**config.mk**
```make
export PLATFORM = sky130hd
export DESIGN_NAME = memwb_pipe_stage
export DESIGN_NICKNAME = d
export VERILOG_FILES = /design/src/rtl/memwb_pkg.sv /design/src/rtl/wb_src_mux.sv /design/src/rtl/memwb_pipe_stage.sv
export SDC_FILE = /design/constraint.sdc
export NUM_CORES = 1
export LEC_CHECK = 0
export CAP_MARGIN = 15
export CORE_AREA = 2 2 77 79
export DETAILED_ROUTE_END_ITERATION = 16
export DIE_AREA = 0 0 79 81
export GPL_ROUTABILITY_DRIVEN = 0
export PLACE_DENSITY_LB_ADDON = 0.05
export SETUP_SLACK_MARGIN = 0.1
export SKIP_CTS_REPAIR_TIMING = 1
export SLEW_MARGIN = 20
export SYNTH_ARGS = -nofsm -noshare
export SYNTH_HDL_FRONTEND = slang
export SYNTH_SLANG_ARGS = --single-unit
export TNS_END_PERCENT = 5
```
**constraint.sdc**
```tcl
create_clock -name clk -period 1.3 [get_ports clk]
set_input_delay 0.195 -clock clk [delete_from_list [all_inputs] [get_ports clk]]
set_output_delay 0.195 -clock clk [all_outputs]
set_load 0.1 [all_outputs]
```
**src/rtl/memwb_pkg.sv**
```systemverilog
// memwb_pkg: shared types for the MEM/WB pipeline stage.
// Holds the write-back command record (default widths), the occupancy
// states of the buffered build, and a helper that sizes the source select.
package memwb_pkg;

  localparam int DEFAULT_DATA_W = 32;
  localparam int DEFAULT_ADDR_W = 5;

  // Write-back command as seen at the stage outputs (default widths).
  typedef struct packed {
    logic                      regwrite;
    logic [DEFAULT_ADDR_W-1:0] rd;
    logic [DEFAULT_DATA_W-1:0] wdata;
  } wb_cmd_t;

  // Number of entries held by the buffered (skid) build.
  typedef enum logic [1:0] {
    OCC_EMPTY = 2'd0,
    OCC_ONE   = 2'd1,
    OCC_TWO   = 2'd2
  } occ_state_t;

  // Width of the source select; at least one bit even for a single source.
  function automatic int sel_w(input int n);
    return (n > 1) ? $clog2(n) : 1;
  endfunction

endpackage

```
**src/rtl/wb_src_mux.sv**
```systemverilog
// wb_src_mux: NSRC-way write-back source selector.
// A select value with no matching source falls back to source 0.
module wb_src_mux #(
  parameter int NSRC   = 2,
  parameter int DATA_W = 32,
  parameter int SEL_W  = 1
) (
  input  logic [SEL_W-1:0]       sel,
  input  logic [NSRC*DATA_W-1:0] src_data,
  output logic [DATA_W-1:0]      data
);

  logic [DATA_W-1:0] src_arr [NSRC];

  genvar gi;
  generate
    for (gi = 0; gi < NSRC; gi++) begin : g_src
      assign src_arr[gi] = src_data[gi*DATA_W +: DATA_W];
    end
  endgenerate

  // Pick the matching source; source 0 is the default for out-of-range selects.
  always_comb begin
    data = src_arr[0];
    for (int k = 1; k < NSRC; k++) begin
      if (sel == SEL_W'(k)) begin
        data = src_arr[k];
      end
    end
  end

endmodule

```
**src/rtl/memwb_pipe_stage.sv**
```systemverilog
// memwb_pipe_stage: MEM->WB pipeline register with valid/ready handshake.
// Source selection and the x0 write guard happen at capture time.
// Build option MEMWB_SKID_EN: main + skid register with registered ready_o;
// without it, a single register whose ready_o depends on ready_i.
module memwb_pipe_stage
  import memwb_pkg::*;
#(
  parameter int DATA_W = 32,
  parameter int ADDR_W = 5,
  parameter int NSRC   = 2
) (
  input  logic                      clk,
  input  logic                      rst_n,
  input  logic                      valid_i,
  output logic                      ready_o,
  input  logic                      regwrite_i,
  input  logic [sel_w(NSRC)-1:0]    wb_sel_i,
  input  logic [NSRC*DATA_W-1:0]    src_data_i,
  input  logic [ADDR_W-1:0]         rd_i,
  input  logic                      flush_i,
  output logic                      valid_o,
  input  logic                      ready_i,
  output logic                      regwrite_o,
  output logic [DATA_W-1:0]         wdata_o,
  output logic [ADDR_W-1:0]         rd_o
);

  localparam int SEL_W = sel_w(NSRC);

  logic [DATA_W-1:0] cap_wdata;
  logic              cap_regwrite;
  logic              in_fire;
  logic              out_fire;

  logic              main_valid_reg, main_valid_next;
  logic              main_regwrite_reg, main_regwrite_next;
  logic [ADDR_W-1:0] main_rd_reg, main_rd_next;
  logic [DATA_W-1:0] main_wdata_reg, main_wdata_next;

  wb_src_mux #(
    .NSRC   (NSRC),
    .DATA_W (DATA_W),
    .SEL_W  (SEL_W)
  ) u_src_mux (
    .sel      (wb_sel_i),
    .src_data (src_data_i),
    .data     (cap_wdata)
  );

  // Register 0 is hardwired, so a write to it is turned into a no-op here.
  assign cap_regwrite = regwrite_i && (rd_i != '0);

  assign in_fire  = valid_i && ready_o;
  assign out_fire = main_valid_reg && ready_i;

  assign valid_o    = main_valid_reg;
  assign regwrite_o = main_regwrite_reg;
  assign wdata_o    = main_wdata_reg;
  assign rd_o       = main_rd_reg;

`ifdef MEMWB_SKID_EN

  occ_state_t        occ_reg, occ_next;
  logic              ready_reg, ready_next;
  logic              skid_regwrite_reg, skid_regwrite_next;
  logic [ADDR_W-1:0] skid_rd_reg, skid_rd_next;
  logic [DATA_W-1:0] skid_wdata_reg, skid_wdata_next;

  // ready_o comes from a register; rst_n only masks it during reset.
  assign ready_o = rst_n && ready_reg;

  // Occupancy FSM: routes captures to main or skid and drains skid into main.
  always_comb begin
    occ_next           = occ_reg;
    main_regwrite_next = main_regwrite_reg;
    main_rd_next       = main_rd_reg;
    main_wdata_next    = main_wdata_reg;
    skid_regwrite_next = skid_regwrite_reg;
    skid_rd_next       = skid_rd_reg;
    skid_wdata_next    = skid_wdata_reg;
    case (occ_reg)
      OCC_EMPTY: begin
        if (in_fire) begin
          occ_next           = OCC_ONE;
          main_regwrite_next = cap_regwrite;
          main_rd_next       = rd_i;
          main_wdata_next    = cap_wdata;
        end
      end
      OCC_ONE: begin
        if (in_fire && out_fire) begin
          main_regwrite_next = cap_regwrite;
          main_rd_next       = rd_i;
          main_wdata_next    = cap_wdata;
        end else if (in_fire) begin
          occ_next           = OCC_TWO;
          skid_regwrite_next = cap_regwrite;
          skid_rd_next       = rd_i;
          skid_wdata_next    = cap_wdata;
        end else if (out_fire) begin
          occ_next           = OCC_EMPTY;
          main_regwrite_next = 1'b0;
        end
      end
      OCC_TWO: begin
        if (out_fire) begin
          occ_next           = OCC_ONE;
          main_regwrite_next = skid_regwrite_reg;
          main_rd_next       = skid_rd_reg;
          main_wdata_next    = skid_wdata_reg;
        end
      end
      default: begin
        occ_next           = OCC_EMPTY;
        main_regwrite_next = 1'b0;
      end
    endcase
    if (flush_i) begin
      occ_next           = OCC_EMPTY;
      main_regwrite_next = 1'b0;
    end
    main_valid_next = (occ_next != OCC_EMPTY);
    ready_next      = (occ_next != OCC_TWO);
  end

  // Skid-side state: occupancy, registered ready and the skid entry.
  always_ff @(posedge clk) begin
    if (!rst_n) begin
      occ_reg           <= OCC_EMPTY;
      ready_reg         <= 1'b1;
      skid_regwrite_reg <= 1'b0;
      skid_rd_reg       <= '0;
      skid_wdata_reg    <= '0;
    end else begin
      occ_reg           <= occ_next;
      ready_reg         <= ready_next;
      skid_regwrite_reg <= skid_regwrite_next;
      skid_rd_reg       <= skid_rd_next;
      skid_wdata_reg    <= skid_wdata_next;
    end
  end

`else

  // Accept when empty or when the held entry leaves this same cycle.
  assign ready_o = rst_n && (!main_valid_reg || ready_i);

  // Single-entry update: capture wins over drain, flush wins over both.
  always_comb begin
    main_valid_next    = main_valid_reg;
    main_regwrite_next = main_regwrite_reg;
    main_rd_next       = main_rd_reg;
    main_wdata_next    = main_wdata_reg;
    if (in_fire) begin
      main_valid_next    = 1'b1;
      main_regwrite_next = cap_regwrite;
      main_rd_next       = rd_i;
      main_wdata_next    = cap_wdata;
    end else if (out_fire) begin
      main_valid_next    = 1'b0;
      main_regwrite_next = 1'b0;
    end
    if (flush_i) begin
      main_valid_next    = 1'b0;
      main_regwrite_next = 1'b0;
    end
  end

`endif

  // Main (output) register, shared by both builds.
  always_ff @(posedge clk) begin
    if (!rst_n) begin
      main_valid_reg    <= 1'b0;
      main_regwrite_reg <= 1'b0;
      main_rd_reg       <= '0;
      main_wdata_reg    <= '0;
    end else begin
      main_valid_reg    <= main_valid_next;
      main_regwrite_reg <= main_regwrite_next;
      main_rd_reg       <= main_rd_next;
      main_wdata_reg    <= main_wdata_next;
    end
  end

endmodule
```
======== Yosys cells after proc, flatten, opt, wreduce, memory -nomap -nowiden ========
Index checks and enable logic that the tools add are counted.
Widths: inputs -> output; s select.
cells by class
  reductions and logical operators ........ 9
  muxes and demuxes ....................... 4
  bitwise logic cells ..................... 1
operators by type and width
  cell               count
  $mux 32            1
  $reduce_bool 5->1  1
  $logic_and 1x1->1  4
  $mux 1             3
  $reduce_bool 2->1  1
  $reduce_or 2->1    1
  $logic_not 1->1    1
  $logic_or 1x1->1   1
  $not 1->1          1
storage, ports and cells
  register bits after elaboration ......... 39
  output and inout port bits .............. 40

======== Logic depth before layout (Yosys ltp) ========
Gate-level depths: netlist of run 1.
  depth in word-level cells ............... 5
  depth in mapped cells ................... 5
  depth with buffers taken out ............ 3

======== By module ========
A second synthesis of run 1 with hierarchy kept.
unflattened totals
  cell total of the unflattened synthesis .. 215
  area, all modules ....................... 2015.7 µm²
modules (own cells, without submodules)
  module            seq. area each (µm²)  instances  cells each  area each (µm²)
  memwb_pipe_stage  780.7                 1          179         1471.4
  wb_src_mux        0.0                   1          36          544.3

======== Least setup slack after synthesis of run 1 ========
Ideal clock, no wire load.
  kind .................................... reg-to-output
  start ................................... register main_valid_reg (netlist: valid_o)
  end ..................................... output ready_o
  cell stages (with the launch flop) ...... 5
  arrival ................................. 2.013 ns
  buffers on the path ..................... 2
  path slack .............................. -0.908 ns
  cells stage by stage .................... dfxtp_1 -> nand2b_1 -> buf_4 -> buf_2 -> and2_1
on the way
  cells in the longest elaborated chain, start to end .. 3
ends and longest elaborated chain
  element                 line                     text
  start, declared         memwb_pipe_stage.sv:35   logic main_valid_reg, main_valid_next;
  start signal, assigned  memwb_pipe_stage.sv:179  main_valid_reg <= main_valid_next;
  $logic_not 1->1         memwb_pipe_stage.sv:146  assign ready_o = rst_n && (!main_valid_reg || ready_i);
  $logic_or 1x1->1        memwb_pipe_stage.sv:146
  $logic_and 1x1->1       memwb_pipe_stage.sv:146
  end, declared           memwb_pipe_stage.sv:15   output logic ready_o,
Every way passes these cells.

======== Worst setup path after layout of run 1 ========
Same ends and word-level chain as after synthesis.

==> metrics list, run 1 <==
- The worst setup path is launched from a flip-flop.
* Placement Setup Slack: -167 ps
* Post-layout min period: 1220 ps
- The worst pin sits at a relative slew slack of 0.834.
* Share of the cycle needed by the critical path after routing: 0.940
- Net count after synthesis: 259
* Total global routing overflow: 0
* Max-cap violations: 0
* Wire length of the first global-routing pass: 8670 um
- Critical path endpoint category: output pin
- Setup-violating endpoint count in the final report: 0
- In this run the cell area of the synthesized design comes to 1900 um^2.
- Source of the worst hold timing path: ready_i
- The critical path starts at valid_o.
- In the layout the commonest cells are sky130_fd_sc_hd__clkdlybuf4s50_1 (72), sky130_fd_sc_hd__buf_12 (46), sky130_fd_sc_hd__dfxtp_1 (38).
* Setup clock skew after layout: 4.49 ps
- Compared with the post-synthesis result, the final layout area differs by 93.6%.
- Dividing the detail-routed via count by the number of cells gives 4.92.
- Final worst-path setup slack: 77.5 ps
- Placed instance count: 367
* CP Max Fanout: 4
- Floorplan die width: 79 um
* Sequential fraction of the synthesis area: 0.410
- Area taken by multi-input logic gates: 981 um^2
- The H-tree generated during clock tree synthesis spans 2 levels.
- The repair_antennas step left the layout with diodes totalling 0.
- After synthesis the netlist holds a flip-flop and latch count of 39.
* Clock latency at the later pin of the worst-skew pair: 290 ps
- Number of antenna violations at the first check in global routing: 0
- Final Max Slew Viols: 0
* Leakage power of the design: 1.81 nW
* Overall Global Routing Usage: 0.175
- Reg2Reg Capture Point: wdata_o[8]
- The via count of the first global-routing pass came to 1735.
* Worst R2R Start: valid_o
- Number of remaining DRC errors: 0
* Library cell used as clock root buffer: sky130_fd_sc_hd__clkbuf_8
- Reg2Reg Depth: 4
* Final Net Count: 378
- Total number of placement rows: 28
- Of the cells placed in the final design, the portion with a size suffix greater than 1 is 0.224.
- The filler cells instantiated in the layout total 501.
- The final route contains 1861 vias.
* Post-synthesis cell type count: 20
- Die Span Y: 81 um
- In this run the standard cell core region covers 5680 um^2.
- WL per Instance: 14.6 um
- In this run the count of I/O pins placed on the die edge is 116.
* Synthesized netlist cell count: 183
- DPL Wire Length: 4090 um
* Pin count of the biggest net entering global routing: 39
- The detail route stage leaves a number of antenna-violating nets equal to 0.
- After clock tree synthesis, the clock-pin slew on the worst setup and hold paths is 70 ps.
- The first detailed-routing pass took 4 iterations.
* Register-to-register setup slack: 220 ps
- The worst hold path belongs to the class in2reg.
- For this design the ratio of total power to cell area is 992 nW/um^2.
* Clock tree buffer depth: 2
- Mean post-synth cell area: 10.4 um^2
- The detailed router finished its first iteration with 68 violations.
* Routed Wire Length: 5520 um
* TritonCTS buffer count: 5
- Hold Violations, Final: 0
- TritonCTS clock tree: done
- Leading cell type in the layout, fill and taps excluded: sky130_fd_sc_hd__clkdlybuf4s50_1
- The path with the worst hold slack has its endpoint at regwrite_o.
* Arr. time, crit path: 1030 ps
- Data on the critical path is required at its endpoint by 1110 ps.
* Highest achievable clock rate: 818 MHz
- For this run, the number of Yosys warnings is 0.
- Total die area: 6400 um^2
- Buffers placed on the I/O ports in this run total 115.
* Non-filler cells, final: 378
- Reg area: 785 um^2
- Run status: completed
- Setup repair after global routing could not meet its margin everywhere.
- At the pin with the least slew margin, the transition time is 249 ps.
- CTS Sinks: 39
- Critical path start-end classification: reg2out
- Starting utilization of the core area: 0.336
- Worst supply voltage drop on vdd: 0.491 mV
- Worst Hold Depth: 4
## report_power, final
part | total (mW) | internal [mW] | switching (mW)
Sequential | 1.36 | 1.28 | 0.0847
Clock | 0.787 | 0.377 | 0.411
Combinational | 1.51 | 0.671 | 0.838
## metrics by stage
step	total power [mW]	area, um^2	TNS (ps)	util	hold WS, ps
after floorplan	2.22	1930	-12.5	-	318
after global placement	2.89	3580	-5410	0.631	475
after detailed placement	2.90	3580	-5690	0.631	482
after CTS	3.69	3660	-82.1	0.645	475
after global routing	3.82	3690	0	0.650	335
final	3.66	3690	0	0.650	272
## cell usage after synthesis
master | n | area share
sky130_fd_sc_hd__and2_1 | 2 | 0.0066
sky130_fd_sc_hd__and2b_4 | 1 | 0.0053
sky130_fd_sc_hd__buf_2 | 5 | 0.013
sky130_fd_sc_hd__buf_4 | 2 | 0.0079
sky130_fd_sc_hd__buf_6 | 9 | 0.053
sky130_fd_sc_hd__clkbuf_1 | 3 | 0.0059
sky130_fd_sc_hd__dfxtp_1 | 39 | 0.41
sky130_fd_sc_hd__mux2i_1 | 32 | 0.17
sky130_fd_sc_hd__nand2_1 | 7 | 0.014
sky130_fd_sc_hd__nand2b_1 | 1 | 0.0033
sky130_fd_sc_hd__nand3_1 | 37 | 0.097
sky130_fd_sc_hd__nand4_1 | 1 | 0.0033
sky130_fd_sc_hd__nor2_1 | 1 | 0.0020
sky130_fd_sc_hd__nor2_8 | 1 | 0.011
sky130_fd_sc_hd__nor2b_1 | 1 | 0.0033
sky130_fd_sc_hd__o2111ai_1 | 1 | 0.0046
sky130_fd_sc_hd__o211a_1 | 32 | 0.17
sky130_fd_sc_hd__o21a_1 | 1 | 0.0039
sky130_fd_sc_hd__o21ai_1 | 6 | 0.016
sky130_fd_sc_hd__or4_1 | 1 | 0.0039
## worst max-delay path, cell delays in order, from the launching register on
cell and delay, ps:
sky130_fd_sc_hd__dfxtp_4 360, sky130_fd_sc_hd__nand2b_4 70, sky130_fd_sc_hd__and2_4 140, sky130_fd_sc_hd__buf_12 160
## worst max path at each step
stage                     cells past startpoint  slack (ps)    endpoint
after global routing                          3          40     ready_o
after floorplan                               4         -10     ready_o
after detailed placement                      5        -170  wdata_o[8]
after global placement                        5        -180  regwrite_o
after CTS                                     4         -80     ready_o
final                                         3          80     ready_o
## layout make-up
type	instances	area share
Tap cell	75	0.0254
Clock buffer	7	0.0207
Timing Repair Buffer	131	0.474
Sequential cell	39	0.213
Multi-Input combinational cell	125	0.266
Clock inverter	1	0.00136
## logic make-up (layout without fill, tap and decap cells)
logic type | count (synthesis) | in the layout | synth area share
buf+inv | 19 | 139 | 0.0802
simple gates | 53 | 53 | 0.149
flops | 39 | 39 | 0.410
compound gates | 40 | 40 | 0.193
mux | 32 | 32 | 0.168
## layer usage
layer  GRT usage  up-vias  wire, um  share of wire
met1       0.219      870      2330           0.42
li1            -      918         -              -
met5           0        -         0              0
met3      0.0633        5       430          0.078
met2       0.281       68      2700           0.49
met4      0.0569        0        56          0.010
## state kept, by name (all words and copies together) (netlist names)
signal / flops
wdata_o: 32
regwrite_o: 1
valid_o: 1
rd_o: 5
No activity file was read; power rests on OpenSTA's default activity.
==> inputs of run 2 (changes only) <==
clock period = 1.51 ns   (was 1.3 ns; I/O delays follow)
==> metrics list, run 2 (synthesized netlist as in run 1, its figures left out) <==
- The root buffer cell chosen for the clock tree is sky130_fd_sc_hd__clkbuf_8.
* Via/cell ratio: 4.80 (-2.4%)
- The core area came to 5680 um^2 (unchanged).
- Sort of element at the start of the critical path: flip-flop
* Final instance area: 3680 um^2 (-0.31%)
- Post-Route Setup TNS: 0 ps (unchanged)
* Number of I/O pins: 116 (unchanged)
- The end-of-flow core utilization was 0.648 (-0.00198).
- Actual transition at the worst max-transition pin: 241 ps (-7.93 ps)
- The arrival time at the worst endpoint was 1030 ps (about the same).
- Wire length of the first global-routing pass: 8740 um (+0.80%)
- Most frequent cells in the layout: sky130_fd_sc_hd__clkdlybuf4s50_1 (72), sky130_fd_sc_hd__buf_12 (45), sky130_fd_sc_hd__dfxtp_1 (38)
* Iteration-0 DRC Markers: 47 (-31%)
* Max transition margin: 0.839 (+0.00529)
* Pin count of the biggest net entering global routing: 33 (-15%)
- The final setup skew was 2.50 ps (-1.99 ps).
- Leakage power of the design: 1.81 nW (-0.43%)
- Count of input and output buffers: 115 (unchanged)
- Of the available clock period, the critical path in the final layout requires 0.832.
* Drt first pass iters: 5 (+1)
- Run status: completed
- The total power density per cell area was 876 nW/um^2 (-12%).
* Number of remaining DRC errors: 0 (unchanged)
- The CTS H-tree depth is 2 (unchanged).
* Total die area: 6400 um^2 (unchanged)
* CTS Sinks: 39 (unchanged)
- Critical path start-end classification: reg2out
- DPL Wire Length: 4070 um (-0.45%)
- The total CTS buffers came to 5 (unchanged).
* Clock tree buffer depth: 2 (unchanged)
* Final Max Slew Viols: 0 (unchanged)
- Total global routing overflow: 0 (unchanged)
* Total number of placement rows: 28 (unchanged)
* Post-layout min period: 1260 ps
* Worst supply voltage drop on vdd: 0.581 mV (+18%)
- RSZ-0062 raised after global routing: false
- The required arrival time at the worst endpoint was 1280 ps (+170 ps).
- Number of antenna cells inserted: 0 (unchanged)
- The largest driver fanout on the critical path is 4 (unchanged).
- The detail-routed net length per standard cell came to 14.3 um (-1.7%).
- Leading cell type in the layout, fill and taps excluded: sky130_fd_sc_hd__clkdlybuf4s50_1
- DRT antenna net count: 0 (unchanged)
- The final-stage net count came to 376 (-0.53%).
- The final count of negative-setup-slack endpoints is 0 (unchanged).
* Highest achievable clock rate: 796 MHz
- Number of global-route vias before repair: 1726 (-0.52%)
* TritonCTS clock tree: done
- From synthesis to final layout, the design area changed by 93.0%.
- STA classifies the critical path endpoint as an output pin.
- Hold Worst Slack: 319 ps (+46.5 ps)
* Via count: 1801 (-3.2%)
- The fill cell instance count of the final layout was 475 (-5.2%).
* Worst hold path type: in2reg
- The floorplan die height is 81 um (unchanged).
- Floorplan die width: 79 um (unchanged)
* Share of post-route cells with drive strength above 1: 0.220 (-0.00442)
- The max-capacitance violation count came to 0 (unchanged).
- The clock slew at the register clock pins of the worst setup and hold paths was 70 ps (about the same).
* Starting utilization of the core area: 0.336 (unchanged)
- Overall Global Routing Usage: 0.173 (-0.00161)
* Largest register FFs: 32 (unchanged)
- Number of antenna violations at the first check in global routing: 0 (unchanged)
- The total routed wirelength is 5380 um (-2.5%).
- The post-placement cell area was 3570 um^2 (-0.35%).
* Hold Violations, Final: 0 (unchanged)
* Clock latency at the later pin of the worst-skew pair: 280 ps (about the same)
run 2: layout make-up:
cell class	count	area, um^2	area share
multi-input combinational	125	981	0.267
clock buffer	7	97.6	0.0265
timing repair buffer	129	1720	0.468
sequential	39	785	0.213
tap	75	93.8	0.0255
run 2: final timing paths:
kind | from | to | slack [ps] | cells past startpoint
worst max-delay path | valid_o | ready_o | 250 | 3
worst min-delay path | ready_i | regwrite_o | 320 | 4
worst min register to register | rd_o[0] | rd_o[0] | 490 | 2
worst max register to register | valid_o | wdata_o[13] | 400 | 4
run 2: report_power, final:
part	internal, mW	switching [mW]	total, mW	leakage, nW
Clock	0.417	0.342	0.760	0.0495
Combinational	0.573	0.712	1.29	1.43
Sequential	1.10	0.0753	1.17	0.322
run 2: through the flow:
step	cells	power [mW]	setup WS, ps
after floorplan	183	1.91	117
after global placement	367	2.49	5.76
after detailed placement	367	2.49	-7.03
after CTS	374	3.26	53.3
after global routing	375	3.36	215
final	375	3.22	254
run 2: per-layer routing:
metal | wire, um | GRT usage
met5 | 0 | 0
met4 | 42 | 0.0466
met3 | 408 | 0.0589
met2 | 2700 | 0.281
met1 | 2230 | 0.222
run 2: worst max-delay path, cell delays in order, from the launching register on:
cell and delay [ps]:
sky130_fd_sc_hd__dfxtp_4 370, sky130_fd_sc_hd__nand2b_4 70, sky130_fd_sc_hd__and2_4 140, sky130_fd_sc_hd__buf_12 160
==> inputs of run 3 (changes only) <==
clock period = 1.3 ns   (was 1.51 ns; I/O delays follow)
==> results of run 3 <==
Same layout as run 1: the final DEF is identical, and so are final timing and power.
